**config.mk**
```make
export PLATFORM = sky130hd
export DESIGN_NAME = cb_zigzag_serializer
export DESIGN_NICKNAME = d
export VERILOG_FILES = /design/src/rtl/cb_zigzag_serializer.sv
export SDC_FILE = /design/constraint.sdc
export NUM_CORES = 2
export LEC_CHECK = 0
export CAP_MARGIN = 20
export CORE_MARGIN = 1
export CORE_UTILIZATION = 45
export DETAILED_ROUTE_END_ITERATION = 10
export GPL_TIMING_DRIVEN = 0
export PLACE_DENSITY = 0.71
export REMOVE_ABC_BUFFERS = 1
export SYNTH_ARGS = -nofsm -noshare
export SYNTH_HDL_FRONTEND = slang
export SYNTH_SLANG_ARGS = --single-unit
```
**constraint.sdc**
```tcl
create_clock -name clk -period 34.3 [get_ports clk]
set_input_delay 6.86 -clock clk [delete_from_list [all_inputs] [get_ports clk]]
set_output_delay 6.86 -clock clk [all_outputs]
set_load 0.02 [all_outputs]
```
**src/rtl/cb_zigzag_serializer.sv**
```systemverilog
// cb_zigzag_serializer
//   Takes one 8x8 block of signed 11-bit DCT coefficients (704 bits,
//   row-major, coefficient k = (r-1)*8+(c-1) at bits [11k+10:11k]) and
//   streams the coefficients out one per transfer in JPEG zigzag order.
//
// Ports
//   clk, rst           : clock, asynchronous active-high reset
//   block_valid/_in    : block offered by the upstream DCT
//   block_ready        : registered; block accepted when valid && ready
//   coef_out/_index    : coefficient and its zigzag position 0..63
//   coef_valid/_ready  : downstream handshake
//   coef_last          : marks zigzag position 63
//   drop               : sticky, a block was offered while block_ready was low
//
// Configuration
//   CB_ZZ_DOUBLE_BUF_EN : when defined, a second block buffer lets the next
//                         block queue during SEND and follow without a gap.
module cb_zigzag_serializer (
  input  logic         clk,
  input  logic         rst,
  input  logic         block_valid,
  input  logic [703:0] block_in,
  output logic         block_ready,
  output logic [10:0]  coef_out,
  output logic         coef_valid,
  input  logic         coef_ready,
  output logic [5:0]   coef_index,
  output logic         coef_last,
  output logic         drop
);

  typedef enum logic [0:0] {IDLE = 1'b0, SEND = 1'b1} state_e;

  // Zigzag position -> row-major coefficient number.
  localparam logic [5:0] ZZ_TABLE [64] = '{
    6'd0,  6'd1,  6'd8,  6'd16, 6'd9,  6'd2,  6'd3,  6'd10,
    6'd17, 6'd24, 6'd32, 6'd25, 6'd18, 6'd11, 6'd4,  6'd5,
    6'd12, 6'd19, 6'd26, 6'd33, 6'd40, 6'd48, 6'd41, 6'd34,
    6'd27, 6'd20, 6'd13, 6'd6,  6'd7,  6'd14, 6'd21, 6'd28,
    6'd35, 6'd42, 6'd49, 6'd56, 6'd57, 6'd50, 6'd43, 6'd36,
    6'd29, 6'd22, 6'd15, 6'd23, 6'd30, 6'd37, 6'd44, 6'd51,
    6'd58, 6'd59, 6'd52, 6'd45, 6'd38, 6'd31, 6'd39, 6'd46,
    6'd53, 6'd60, 6'd61, 6'd54, 6'd47, 6'd55, 6'd62, 6'd63
  };

  // Raw 11-bit field of coefficient k; copied bit-exact, never extended.
  function automatic logic [10:0] coef_at(input logic [703:0] blk, input logic [5:0] k);
    logic [9:0] base;
    base = {4'd0, k} * 10'd11;
    return blk[base +: 11];
  endfunction

  state_e        state_q, state_d;
  logic [703:0]  buf0_q, buf0_d;
  logic [10:0]   coef_out_q, coef_out_d;
  logic [5:0]    coef_index_q, coef_index_d;
  logic          coef_valid_q, coef_valid_d;
  logic          coef_last_q, coef_last_d;
  logic          block_ready_q, block_ready_d;
  logic          drop_q, drop_d;
`ifdef CB_ZZ_DOUBLE_BUF_EN
  logic [703:0]  buf1_q, buf1_d;
  logic          buf1_full_q, buf1_full_d;
`endif

  logic          accept_s;
  logic          xfer_s;
  logic          load_s;
  logic          go_idle_s;
  logic [703:0]  load_blk_s;

  // Next-state, buffer and output computation.
  always_comb begin
    accept_s     = block_valid && block_ready_q;
    xfer_s       = coef_valid_q && coef_ready;
    load_s       = 1'b0;
    go_idle_s    = 1'b0;
    load_blk_s   = block_in;
    state_d      = state_q;
    buf0_d       = buf0_q;
    coef_out_d   = coef_out_q;
    coef_index_d = coef_index_q;
    coef_valid_d = coef_valid_q;
    coef_last_d  = coef_last_q;
    drop_d       = drop_q | (block_valid & ~block_ready_q);
`ifdef CB_ZZ_DOUBLE_BUF_EN
    buf1_d       = buf1_q;
    buf1_full_d  = buf1_full_q;
`endif

    case (state_q)
      IDLE: begin
        if (accept_s) begin
          load_s     = 1'b1;
          load_blk_s = block_in;
        end else begin
          load_s     = 1'b0;
        end
      end
      SEND: begin
        if (xfer_s && coef_last_q) begin
`ifdef CB_ZZ_DOUBLE_BUF_EN
          // Start the queued block (or one arriving right now) with no gap.
          if (buf1_full_q) begin
            load_s      = 1'b1;
            load_blk_s  = buf1_q;
            buf1_full_d = accept_s;
            buf1_d      = accept_s ? block_in : buf1_q;
          end else if (accept_s) begin
            load_s      = 1'b1;
            load_blk_s  = block_in;
          end else begin
            go_idle_s   = 1'b1;
          end
`else
          go_idle_s = 1'b1;
`endif
        end else begin
          if (xfer_s) begin
            coef_index_d = coef_index_q + 6'd1;
            coef_out_d   = coef_at(buf0_q, ZZ_TABLE[coef_index_q + 6'd1]);
            coef_last_d  = (coef_index_q == 6'd62);
          end else begin
            coef_index_d = coef_index_q;
          end
`ifdef CB_ZZ_DOUBLE_BUF_EN
          // block_ready is only high here while the second buffer is empty.
          if (accept_s) begin
            buf1_d      = block_in;
            buf1_full_d = 1'b1;
          end else begin
            buf1_full_d = buf1_full_q;
          end
`endif
        end
      end
      default: begin
        go_idle_s = 1'b1;
      end
    endcase

    if (load_s) begin
      state_d      = SEND;
      buf0_d       = load_blk_s;
      coef_out_d   = load_blk_s[10:0];
      coef_index_d = 6'd0;
      coef_valid_d = 1'b1;
      coef_last_d  = 1'b0;
    end else if (go_idle_s) begin
      state_d      = IDLE;
      coef_out_d   = 11'd0;
      coef_index_d = 6'd0;
      coef_valid_d = 1'b0;
      coef_last_d  = 1'b0;
    end else begin
      state_d      = state_q;
    end

`ifdef CB_ZZ_DOUBLE_BUF_EN
    block_ready_d = !((state_d == SEND) && buf1_full_d);
`else
    block_ready_d = (state_d == IDLE);
`endif
  end

  // State, buffer and registered-output flops.
  always_ff @(posedge clk or posedge rst) begin
    if (rst) begin
      state_q       <= IDLE;
      buf0_q        <= {704{1'b0}};
      coef_out_q    <= 11'd0;
      coef_index_q  <= 6'd0;
      coef_valid_q  <= 1'b0;
      coef_last_q   <= 1'b0;
      block_ready_q <= 1'b0;
      drop_q        <= 1'b0;
`ifdef CB_ZZ_DOUBLE_BUF_EN
      buf1_q        <= {704{1'b0}};
      buf1_full_q   <= 1'b0;
`endif
    end else begin
      state_q       <= state_d;
      buf0_q        <= buf0_d;
      coef_out_q    <= coef_out_d;
      coef_index_q  <= coef_index_d;
      coef_valid_q  <= coef_valid_d;
      coef_last_q   <= coef_last_d;
      block_ready_q <= block_ready_d;
      drop_q        <= drop_d;
`ifdef CB_ZZ_DOUBLE_BUF_EN
      buf1_q        <= buf1_d;
      buf1_full_q   <= buf1_full_d;
`endif
    end
  end

  assign block_ready = block_ready_q;
  assign coef_out    = coef_out_q;
  assign coef_index  = coef_index_q;
  assign coef_valid  = coef_valid_q;
  assign coef_last   = coef_last_q;
  assign drop        = drop_q;

endmodule
```
==> impl_metrics.yaml <==
outcome:
  status: "complete, no violations"
route:
  drtPass1Iterations: 6
  remaining_drc_errors: 0
  via_per_inst: 5.258
  wl_per_cell_um: 20.26
  highest_layer: "met5"
  wl_met2_mm: 60.63
  detailroute.via_count: 32390
  wl_met3_mm: 8.953
  routed_wl_mm: 124.8
  antenna_left: 0
  drtIter0Drc: 3041
  wl_met1_mm: 50.37
final_layout:
  utilization: 0.6133
  syn2layout_area_growth_pct: 34.30
  multiInputGateArea_sq_um: 15420
  layout-drive-gt1-share: 0.05085
  fin_nets: 5732
  regArea_sq_um: 18170
  num-fill-cells: 6732
die:
  die_area_sq_um: 78450
  initial_core_util: 0.4567
  fp.dieW_um: 280.1
  fp.coreArea_sq_um: 76200
  core.rowCount: 101
  io_pins: 729
  dieHeight_um: 280.1
global_routing:
  track_usage: 0.3157
  first_global_vias: 31660
  grt_overflow: 0
  grt_first_pass_wirelength_mm: 188.5
  antenna_found_initial: 65
  grt_max_degree: 118
placed_design:
  place_congestion: 0.8848
  portBuffers: 728
  dp_hpwl_mm: 88.67
worst_setup_path:
  path_common_cell: "buf_16"
  required_ns: 34.77
  cp_slowest_stage_delay_ns: 0.54
  crit_type: "primary input to register"
  path_cells: "clkdlybuf4s50_1 > and2_1 > nand2b_4 > buf_16 > buf_16 > buf_16 > nand2_1 > o22ai_1 > a31oi_1"
  r2r_setup_slack_ns: 27.29
  endpoint_kind: "register"
  rr_endpoint: "coef_out[6]"
  cp_slowest_cell: "nand2_1"
  critPathBufInv: 4
  reg2reg_from: "coef_index[0]"
  r2r_cells: 13
  critical-path-top-delay-family: "buffers and inverters"
  arrival_ns: 10.04
  path_max_fanout: 75
  startpoint_type: "primary input"
clock_network:
  cts_tree: "done"
  cts_resized: 0
  cts.path.max_buffers: 3
  cts-root-buf: "clkbuf_16"
  cts_made_buffers: 82
  clock_latency_ns: 0.65
  cts.reportedPaths.clkPinSlew_ns: 0.06
  h-tree-depth: 3
  cts_setup_buffers: 0
  clock-sinks: 726
  cts_hold_buf: 0
synth:
  synth_seq_cells: 726
  syn-cell-area_sq_um: 34800
  yosysTopAreaCell: "dfrtp_1"
  avgSynthCellArea_sq_um: 7.886
  synth-edff-count: 0
  yosysWarnings: 0
  ys_seq_area_frac: 0.5220
  ys_types: 83
  ys_top_cells_by_area: "dfrtp_1, nand2_1, mux2i_1"
  synth_top_area_share: 0.5220
  async_reset_ff_frac: 1.000
  synth_ff_type: "dfrtp_1"
  synth.top_cells.by_count: "nand2_1, dfrtp_1, clkbuf_1"
  yosys.cell_count.top_type: "nand2_1"
  syn_inst: 4413
job:
  max_cap_violations: 0
sta:
  skew_ns: 0.03356
  rsz0062_at_grt: "false"
  slew_headroom: 0.2367
  post-route-period-util: 0.2790
  fin_crit_ns: 9.569
  finalHoldViolCount: 0
  setup_tns_ns: 0
  worst_slew_pin_slew_ns: 1.139
  setup_viol: 0
  maxSlewViolCount: 0
  timing.fmax_mhz: 104.5
pwr:
  peakVddDrop_mv: 0.1120
  pwr-share-clk: 0.198
  seqPwrFrac: 0.292
  p_sw_w: 0.002014
  intPower_w: 0.002557
  p_comb_frac: 0.510
  swShare: 0.4407
  powerDensity_nw_per_um2: 97.81
  leakage_nw: 22.71
min_path:
  whs_path_depth: 1
  hp-class: "register to register"
  worstHoldEndpoint: "drop"
  hp-start: "drop"
==> metal layers <==
| layer | GRT usage | up-vias |
|---|---|---|
| met5 | 0 | - |
| met4 | 0.1506 | 22 |
| met3 | 0.06029 | 239 |
| met2 | 0.5125 | 1155 |
| met1 | 0.4061 | 15590 |
| li1 | - | 15390 |
==> area by class of cell <==
type | count | area share
inverters | 13 | 0.001205
flip-flops and latches | 726 | 0.3887
well taps | 1030 | 0.02757
multi-input cells | 3387 | 0.3300
clock inverters | 27 | 0.007550
repair buffers | 801 | 0.1902
diodes | 57 | 0.003052
clock buffers | 120 | 0.05167
==> flip-flops by register name, indices dropped and copies added (netlist names) <==
| register | count |
|---|---|
| block_ready | 1 |
| buf0_q | 704 |
| coef_index | 6 |
| coef_last | 1 |
| coef_out | 11 |
| coef_valid | 1 |
| drop | 1 |
| state_q | 1 |
==> cell families after synthesis <==
| logic type | synth area share |
|---|---|
| compound gates | 0.07169 |
| mux | 0.04009 |
| fa+ha+maj | 0.004674 |
| simple gates | 0.3224 |
| buf+inv | 0.03710 |
| xor+xnor | 0.001978 |
| flops | 0.5220 |
==> power groups by stage <==
stage / sequential, W / clock, W / combinational, W
final: 0.00134 / 0.000906 / 0.00233
after global routing: 0.00137 / 0.000949 / 0.00251
after CTS: 0.00133 / 0.000917 / 0.00234
after detailed placement: 0.00134 / 0 / 0.00233
after global placement: 0.00135 / 0 / 0.00247
after floorplan: 0.00132 / 0 / 0.00146
==> metrics by stage <==
step	hold slack (ns)	std cells	area [sq um]	setup WS, ns	total power, W
global placement	0.4404	5884	42130	-16.09	0.003820
CTS	0.4663	6104	46590	24.77	0.004588
detailed placement	0.4524	5957	43830	24.17	0.003668
global route	0.4826	6154	46720	24.59	0.004832
floorplan	0.4376	4126	33560	3.346	0.002776
finish	0.4665	6161	46740	24.73	0.004571
==> worst max-delay path by stage <==
stage | from | to | slack, ns | cells after the start
after floorplan | block_valid | coef_out[6] | 3.35 | 4
after global placement | block_valid | buf0_q[590] | -16.09 | 5
after detailed placement | block_valid | coef_out[8] | 24.17 | 7
after CTS | block_valid | coef_out[8] | 24.77 | 9
after global routing | block_valid | coef_out[8] | 24.59 | 9
final | block_valid | coef_out[8] | 24.73 | 9
==> cells in the final DEF (no fill, tap or decap), drive strengths merged, types with 7 or more instances in the layout <==
cell           synthesis  routed
a211oi                11      11
a21oi                 92      92
a221oi                17      17
a22oi                 11      11
a311oi                24      24
a31o                   7       7
a31oi                 25      25
a32o                  10      10
a32oi                 17      17
and3                  23      23
buf                   87      73
clkbuf               200     120
clkdlybuf4s50          0     728
clkinv                 0      13
dfrtp                726     726
diode                  0      57
ha                    13      13
inv                   13      20
mux2i                109     109
mux4                  11      11
nand2               2605    2605
nand2b                 7       7
nand3                128     128
nand4                 12      12
nor2                  67      67
nor3                  18      18
nor3b                  7       7
o211a                  7       7
o21ai                 73      73
o22ai                 11      11
Power figures use the tool's default switching activity.
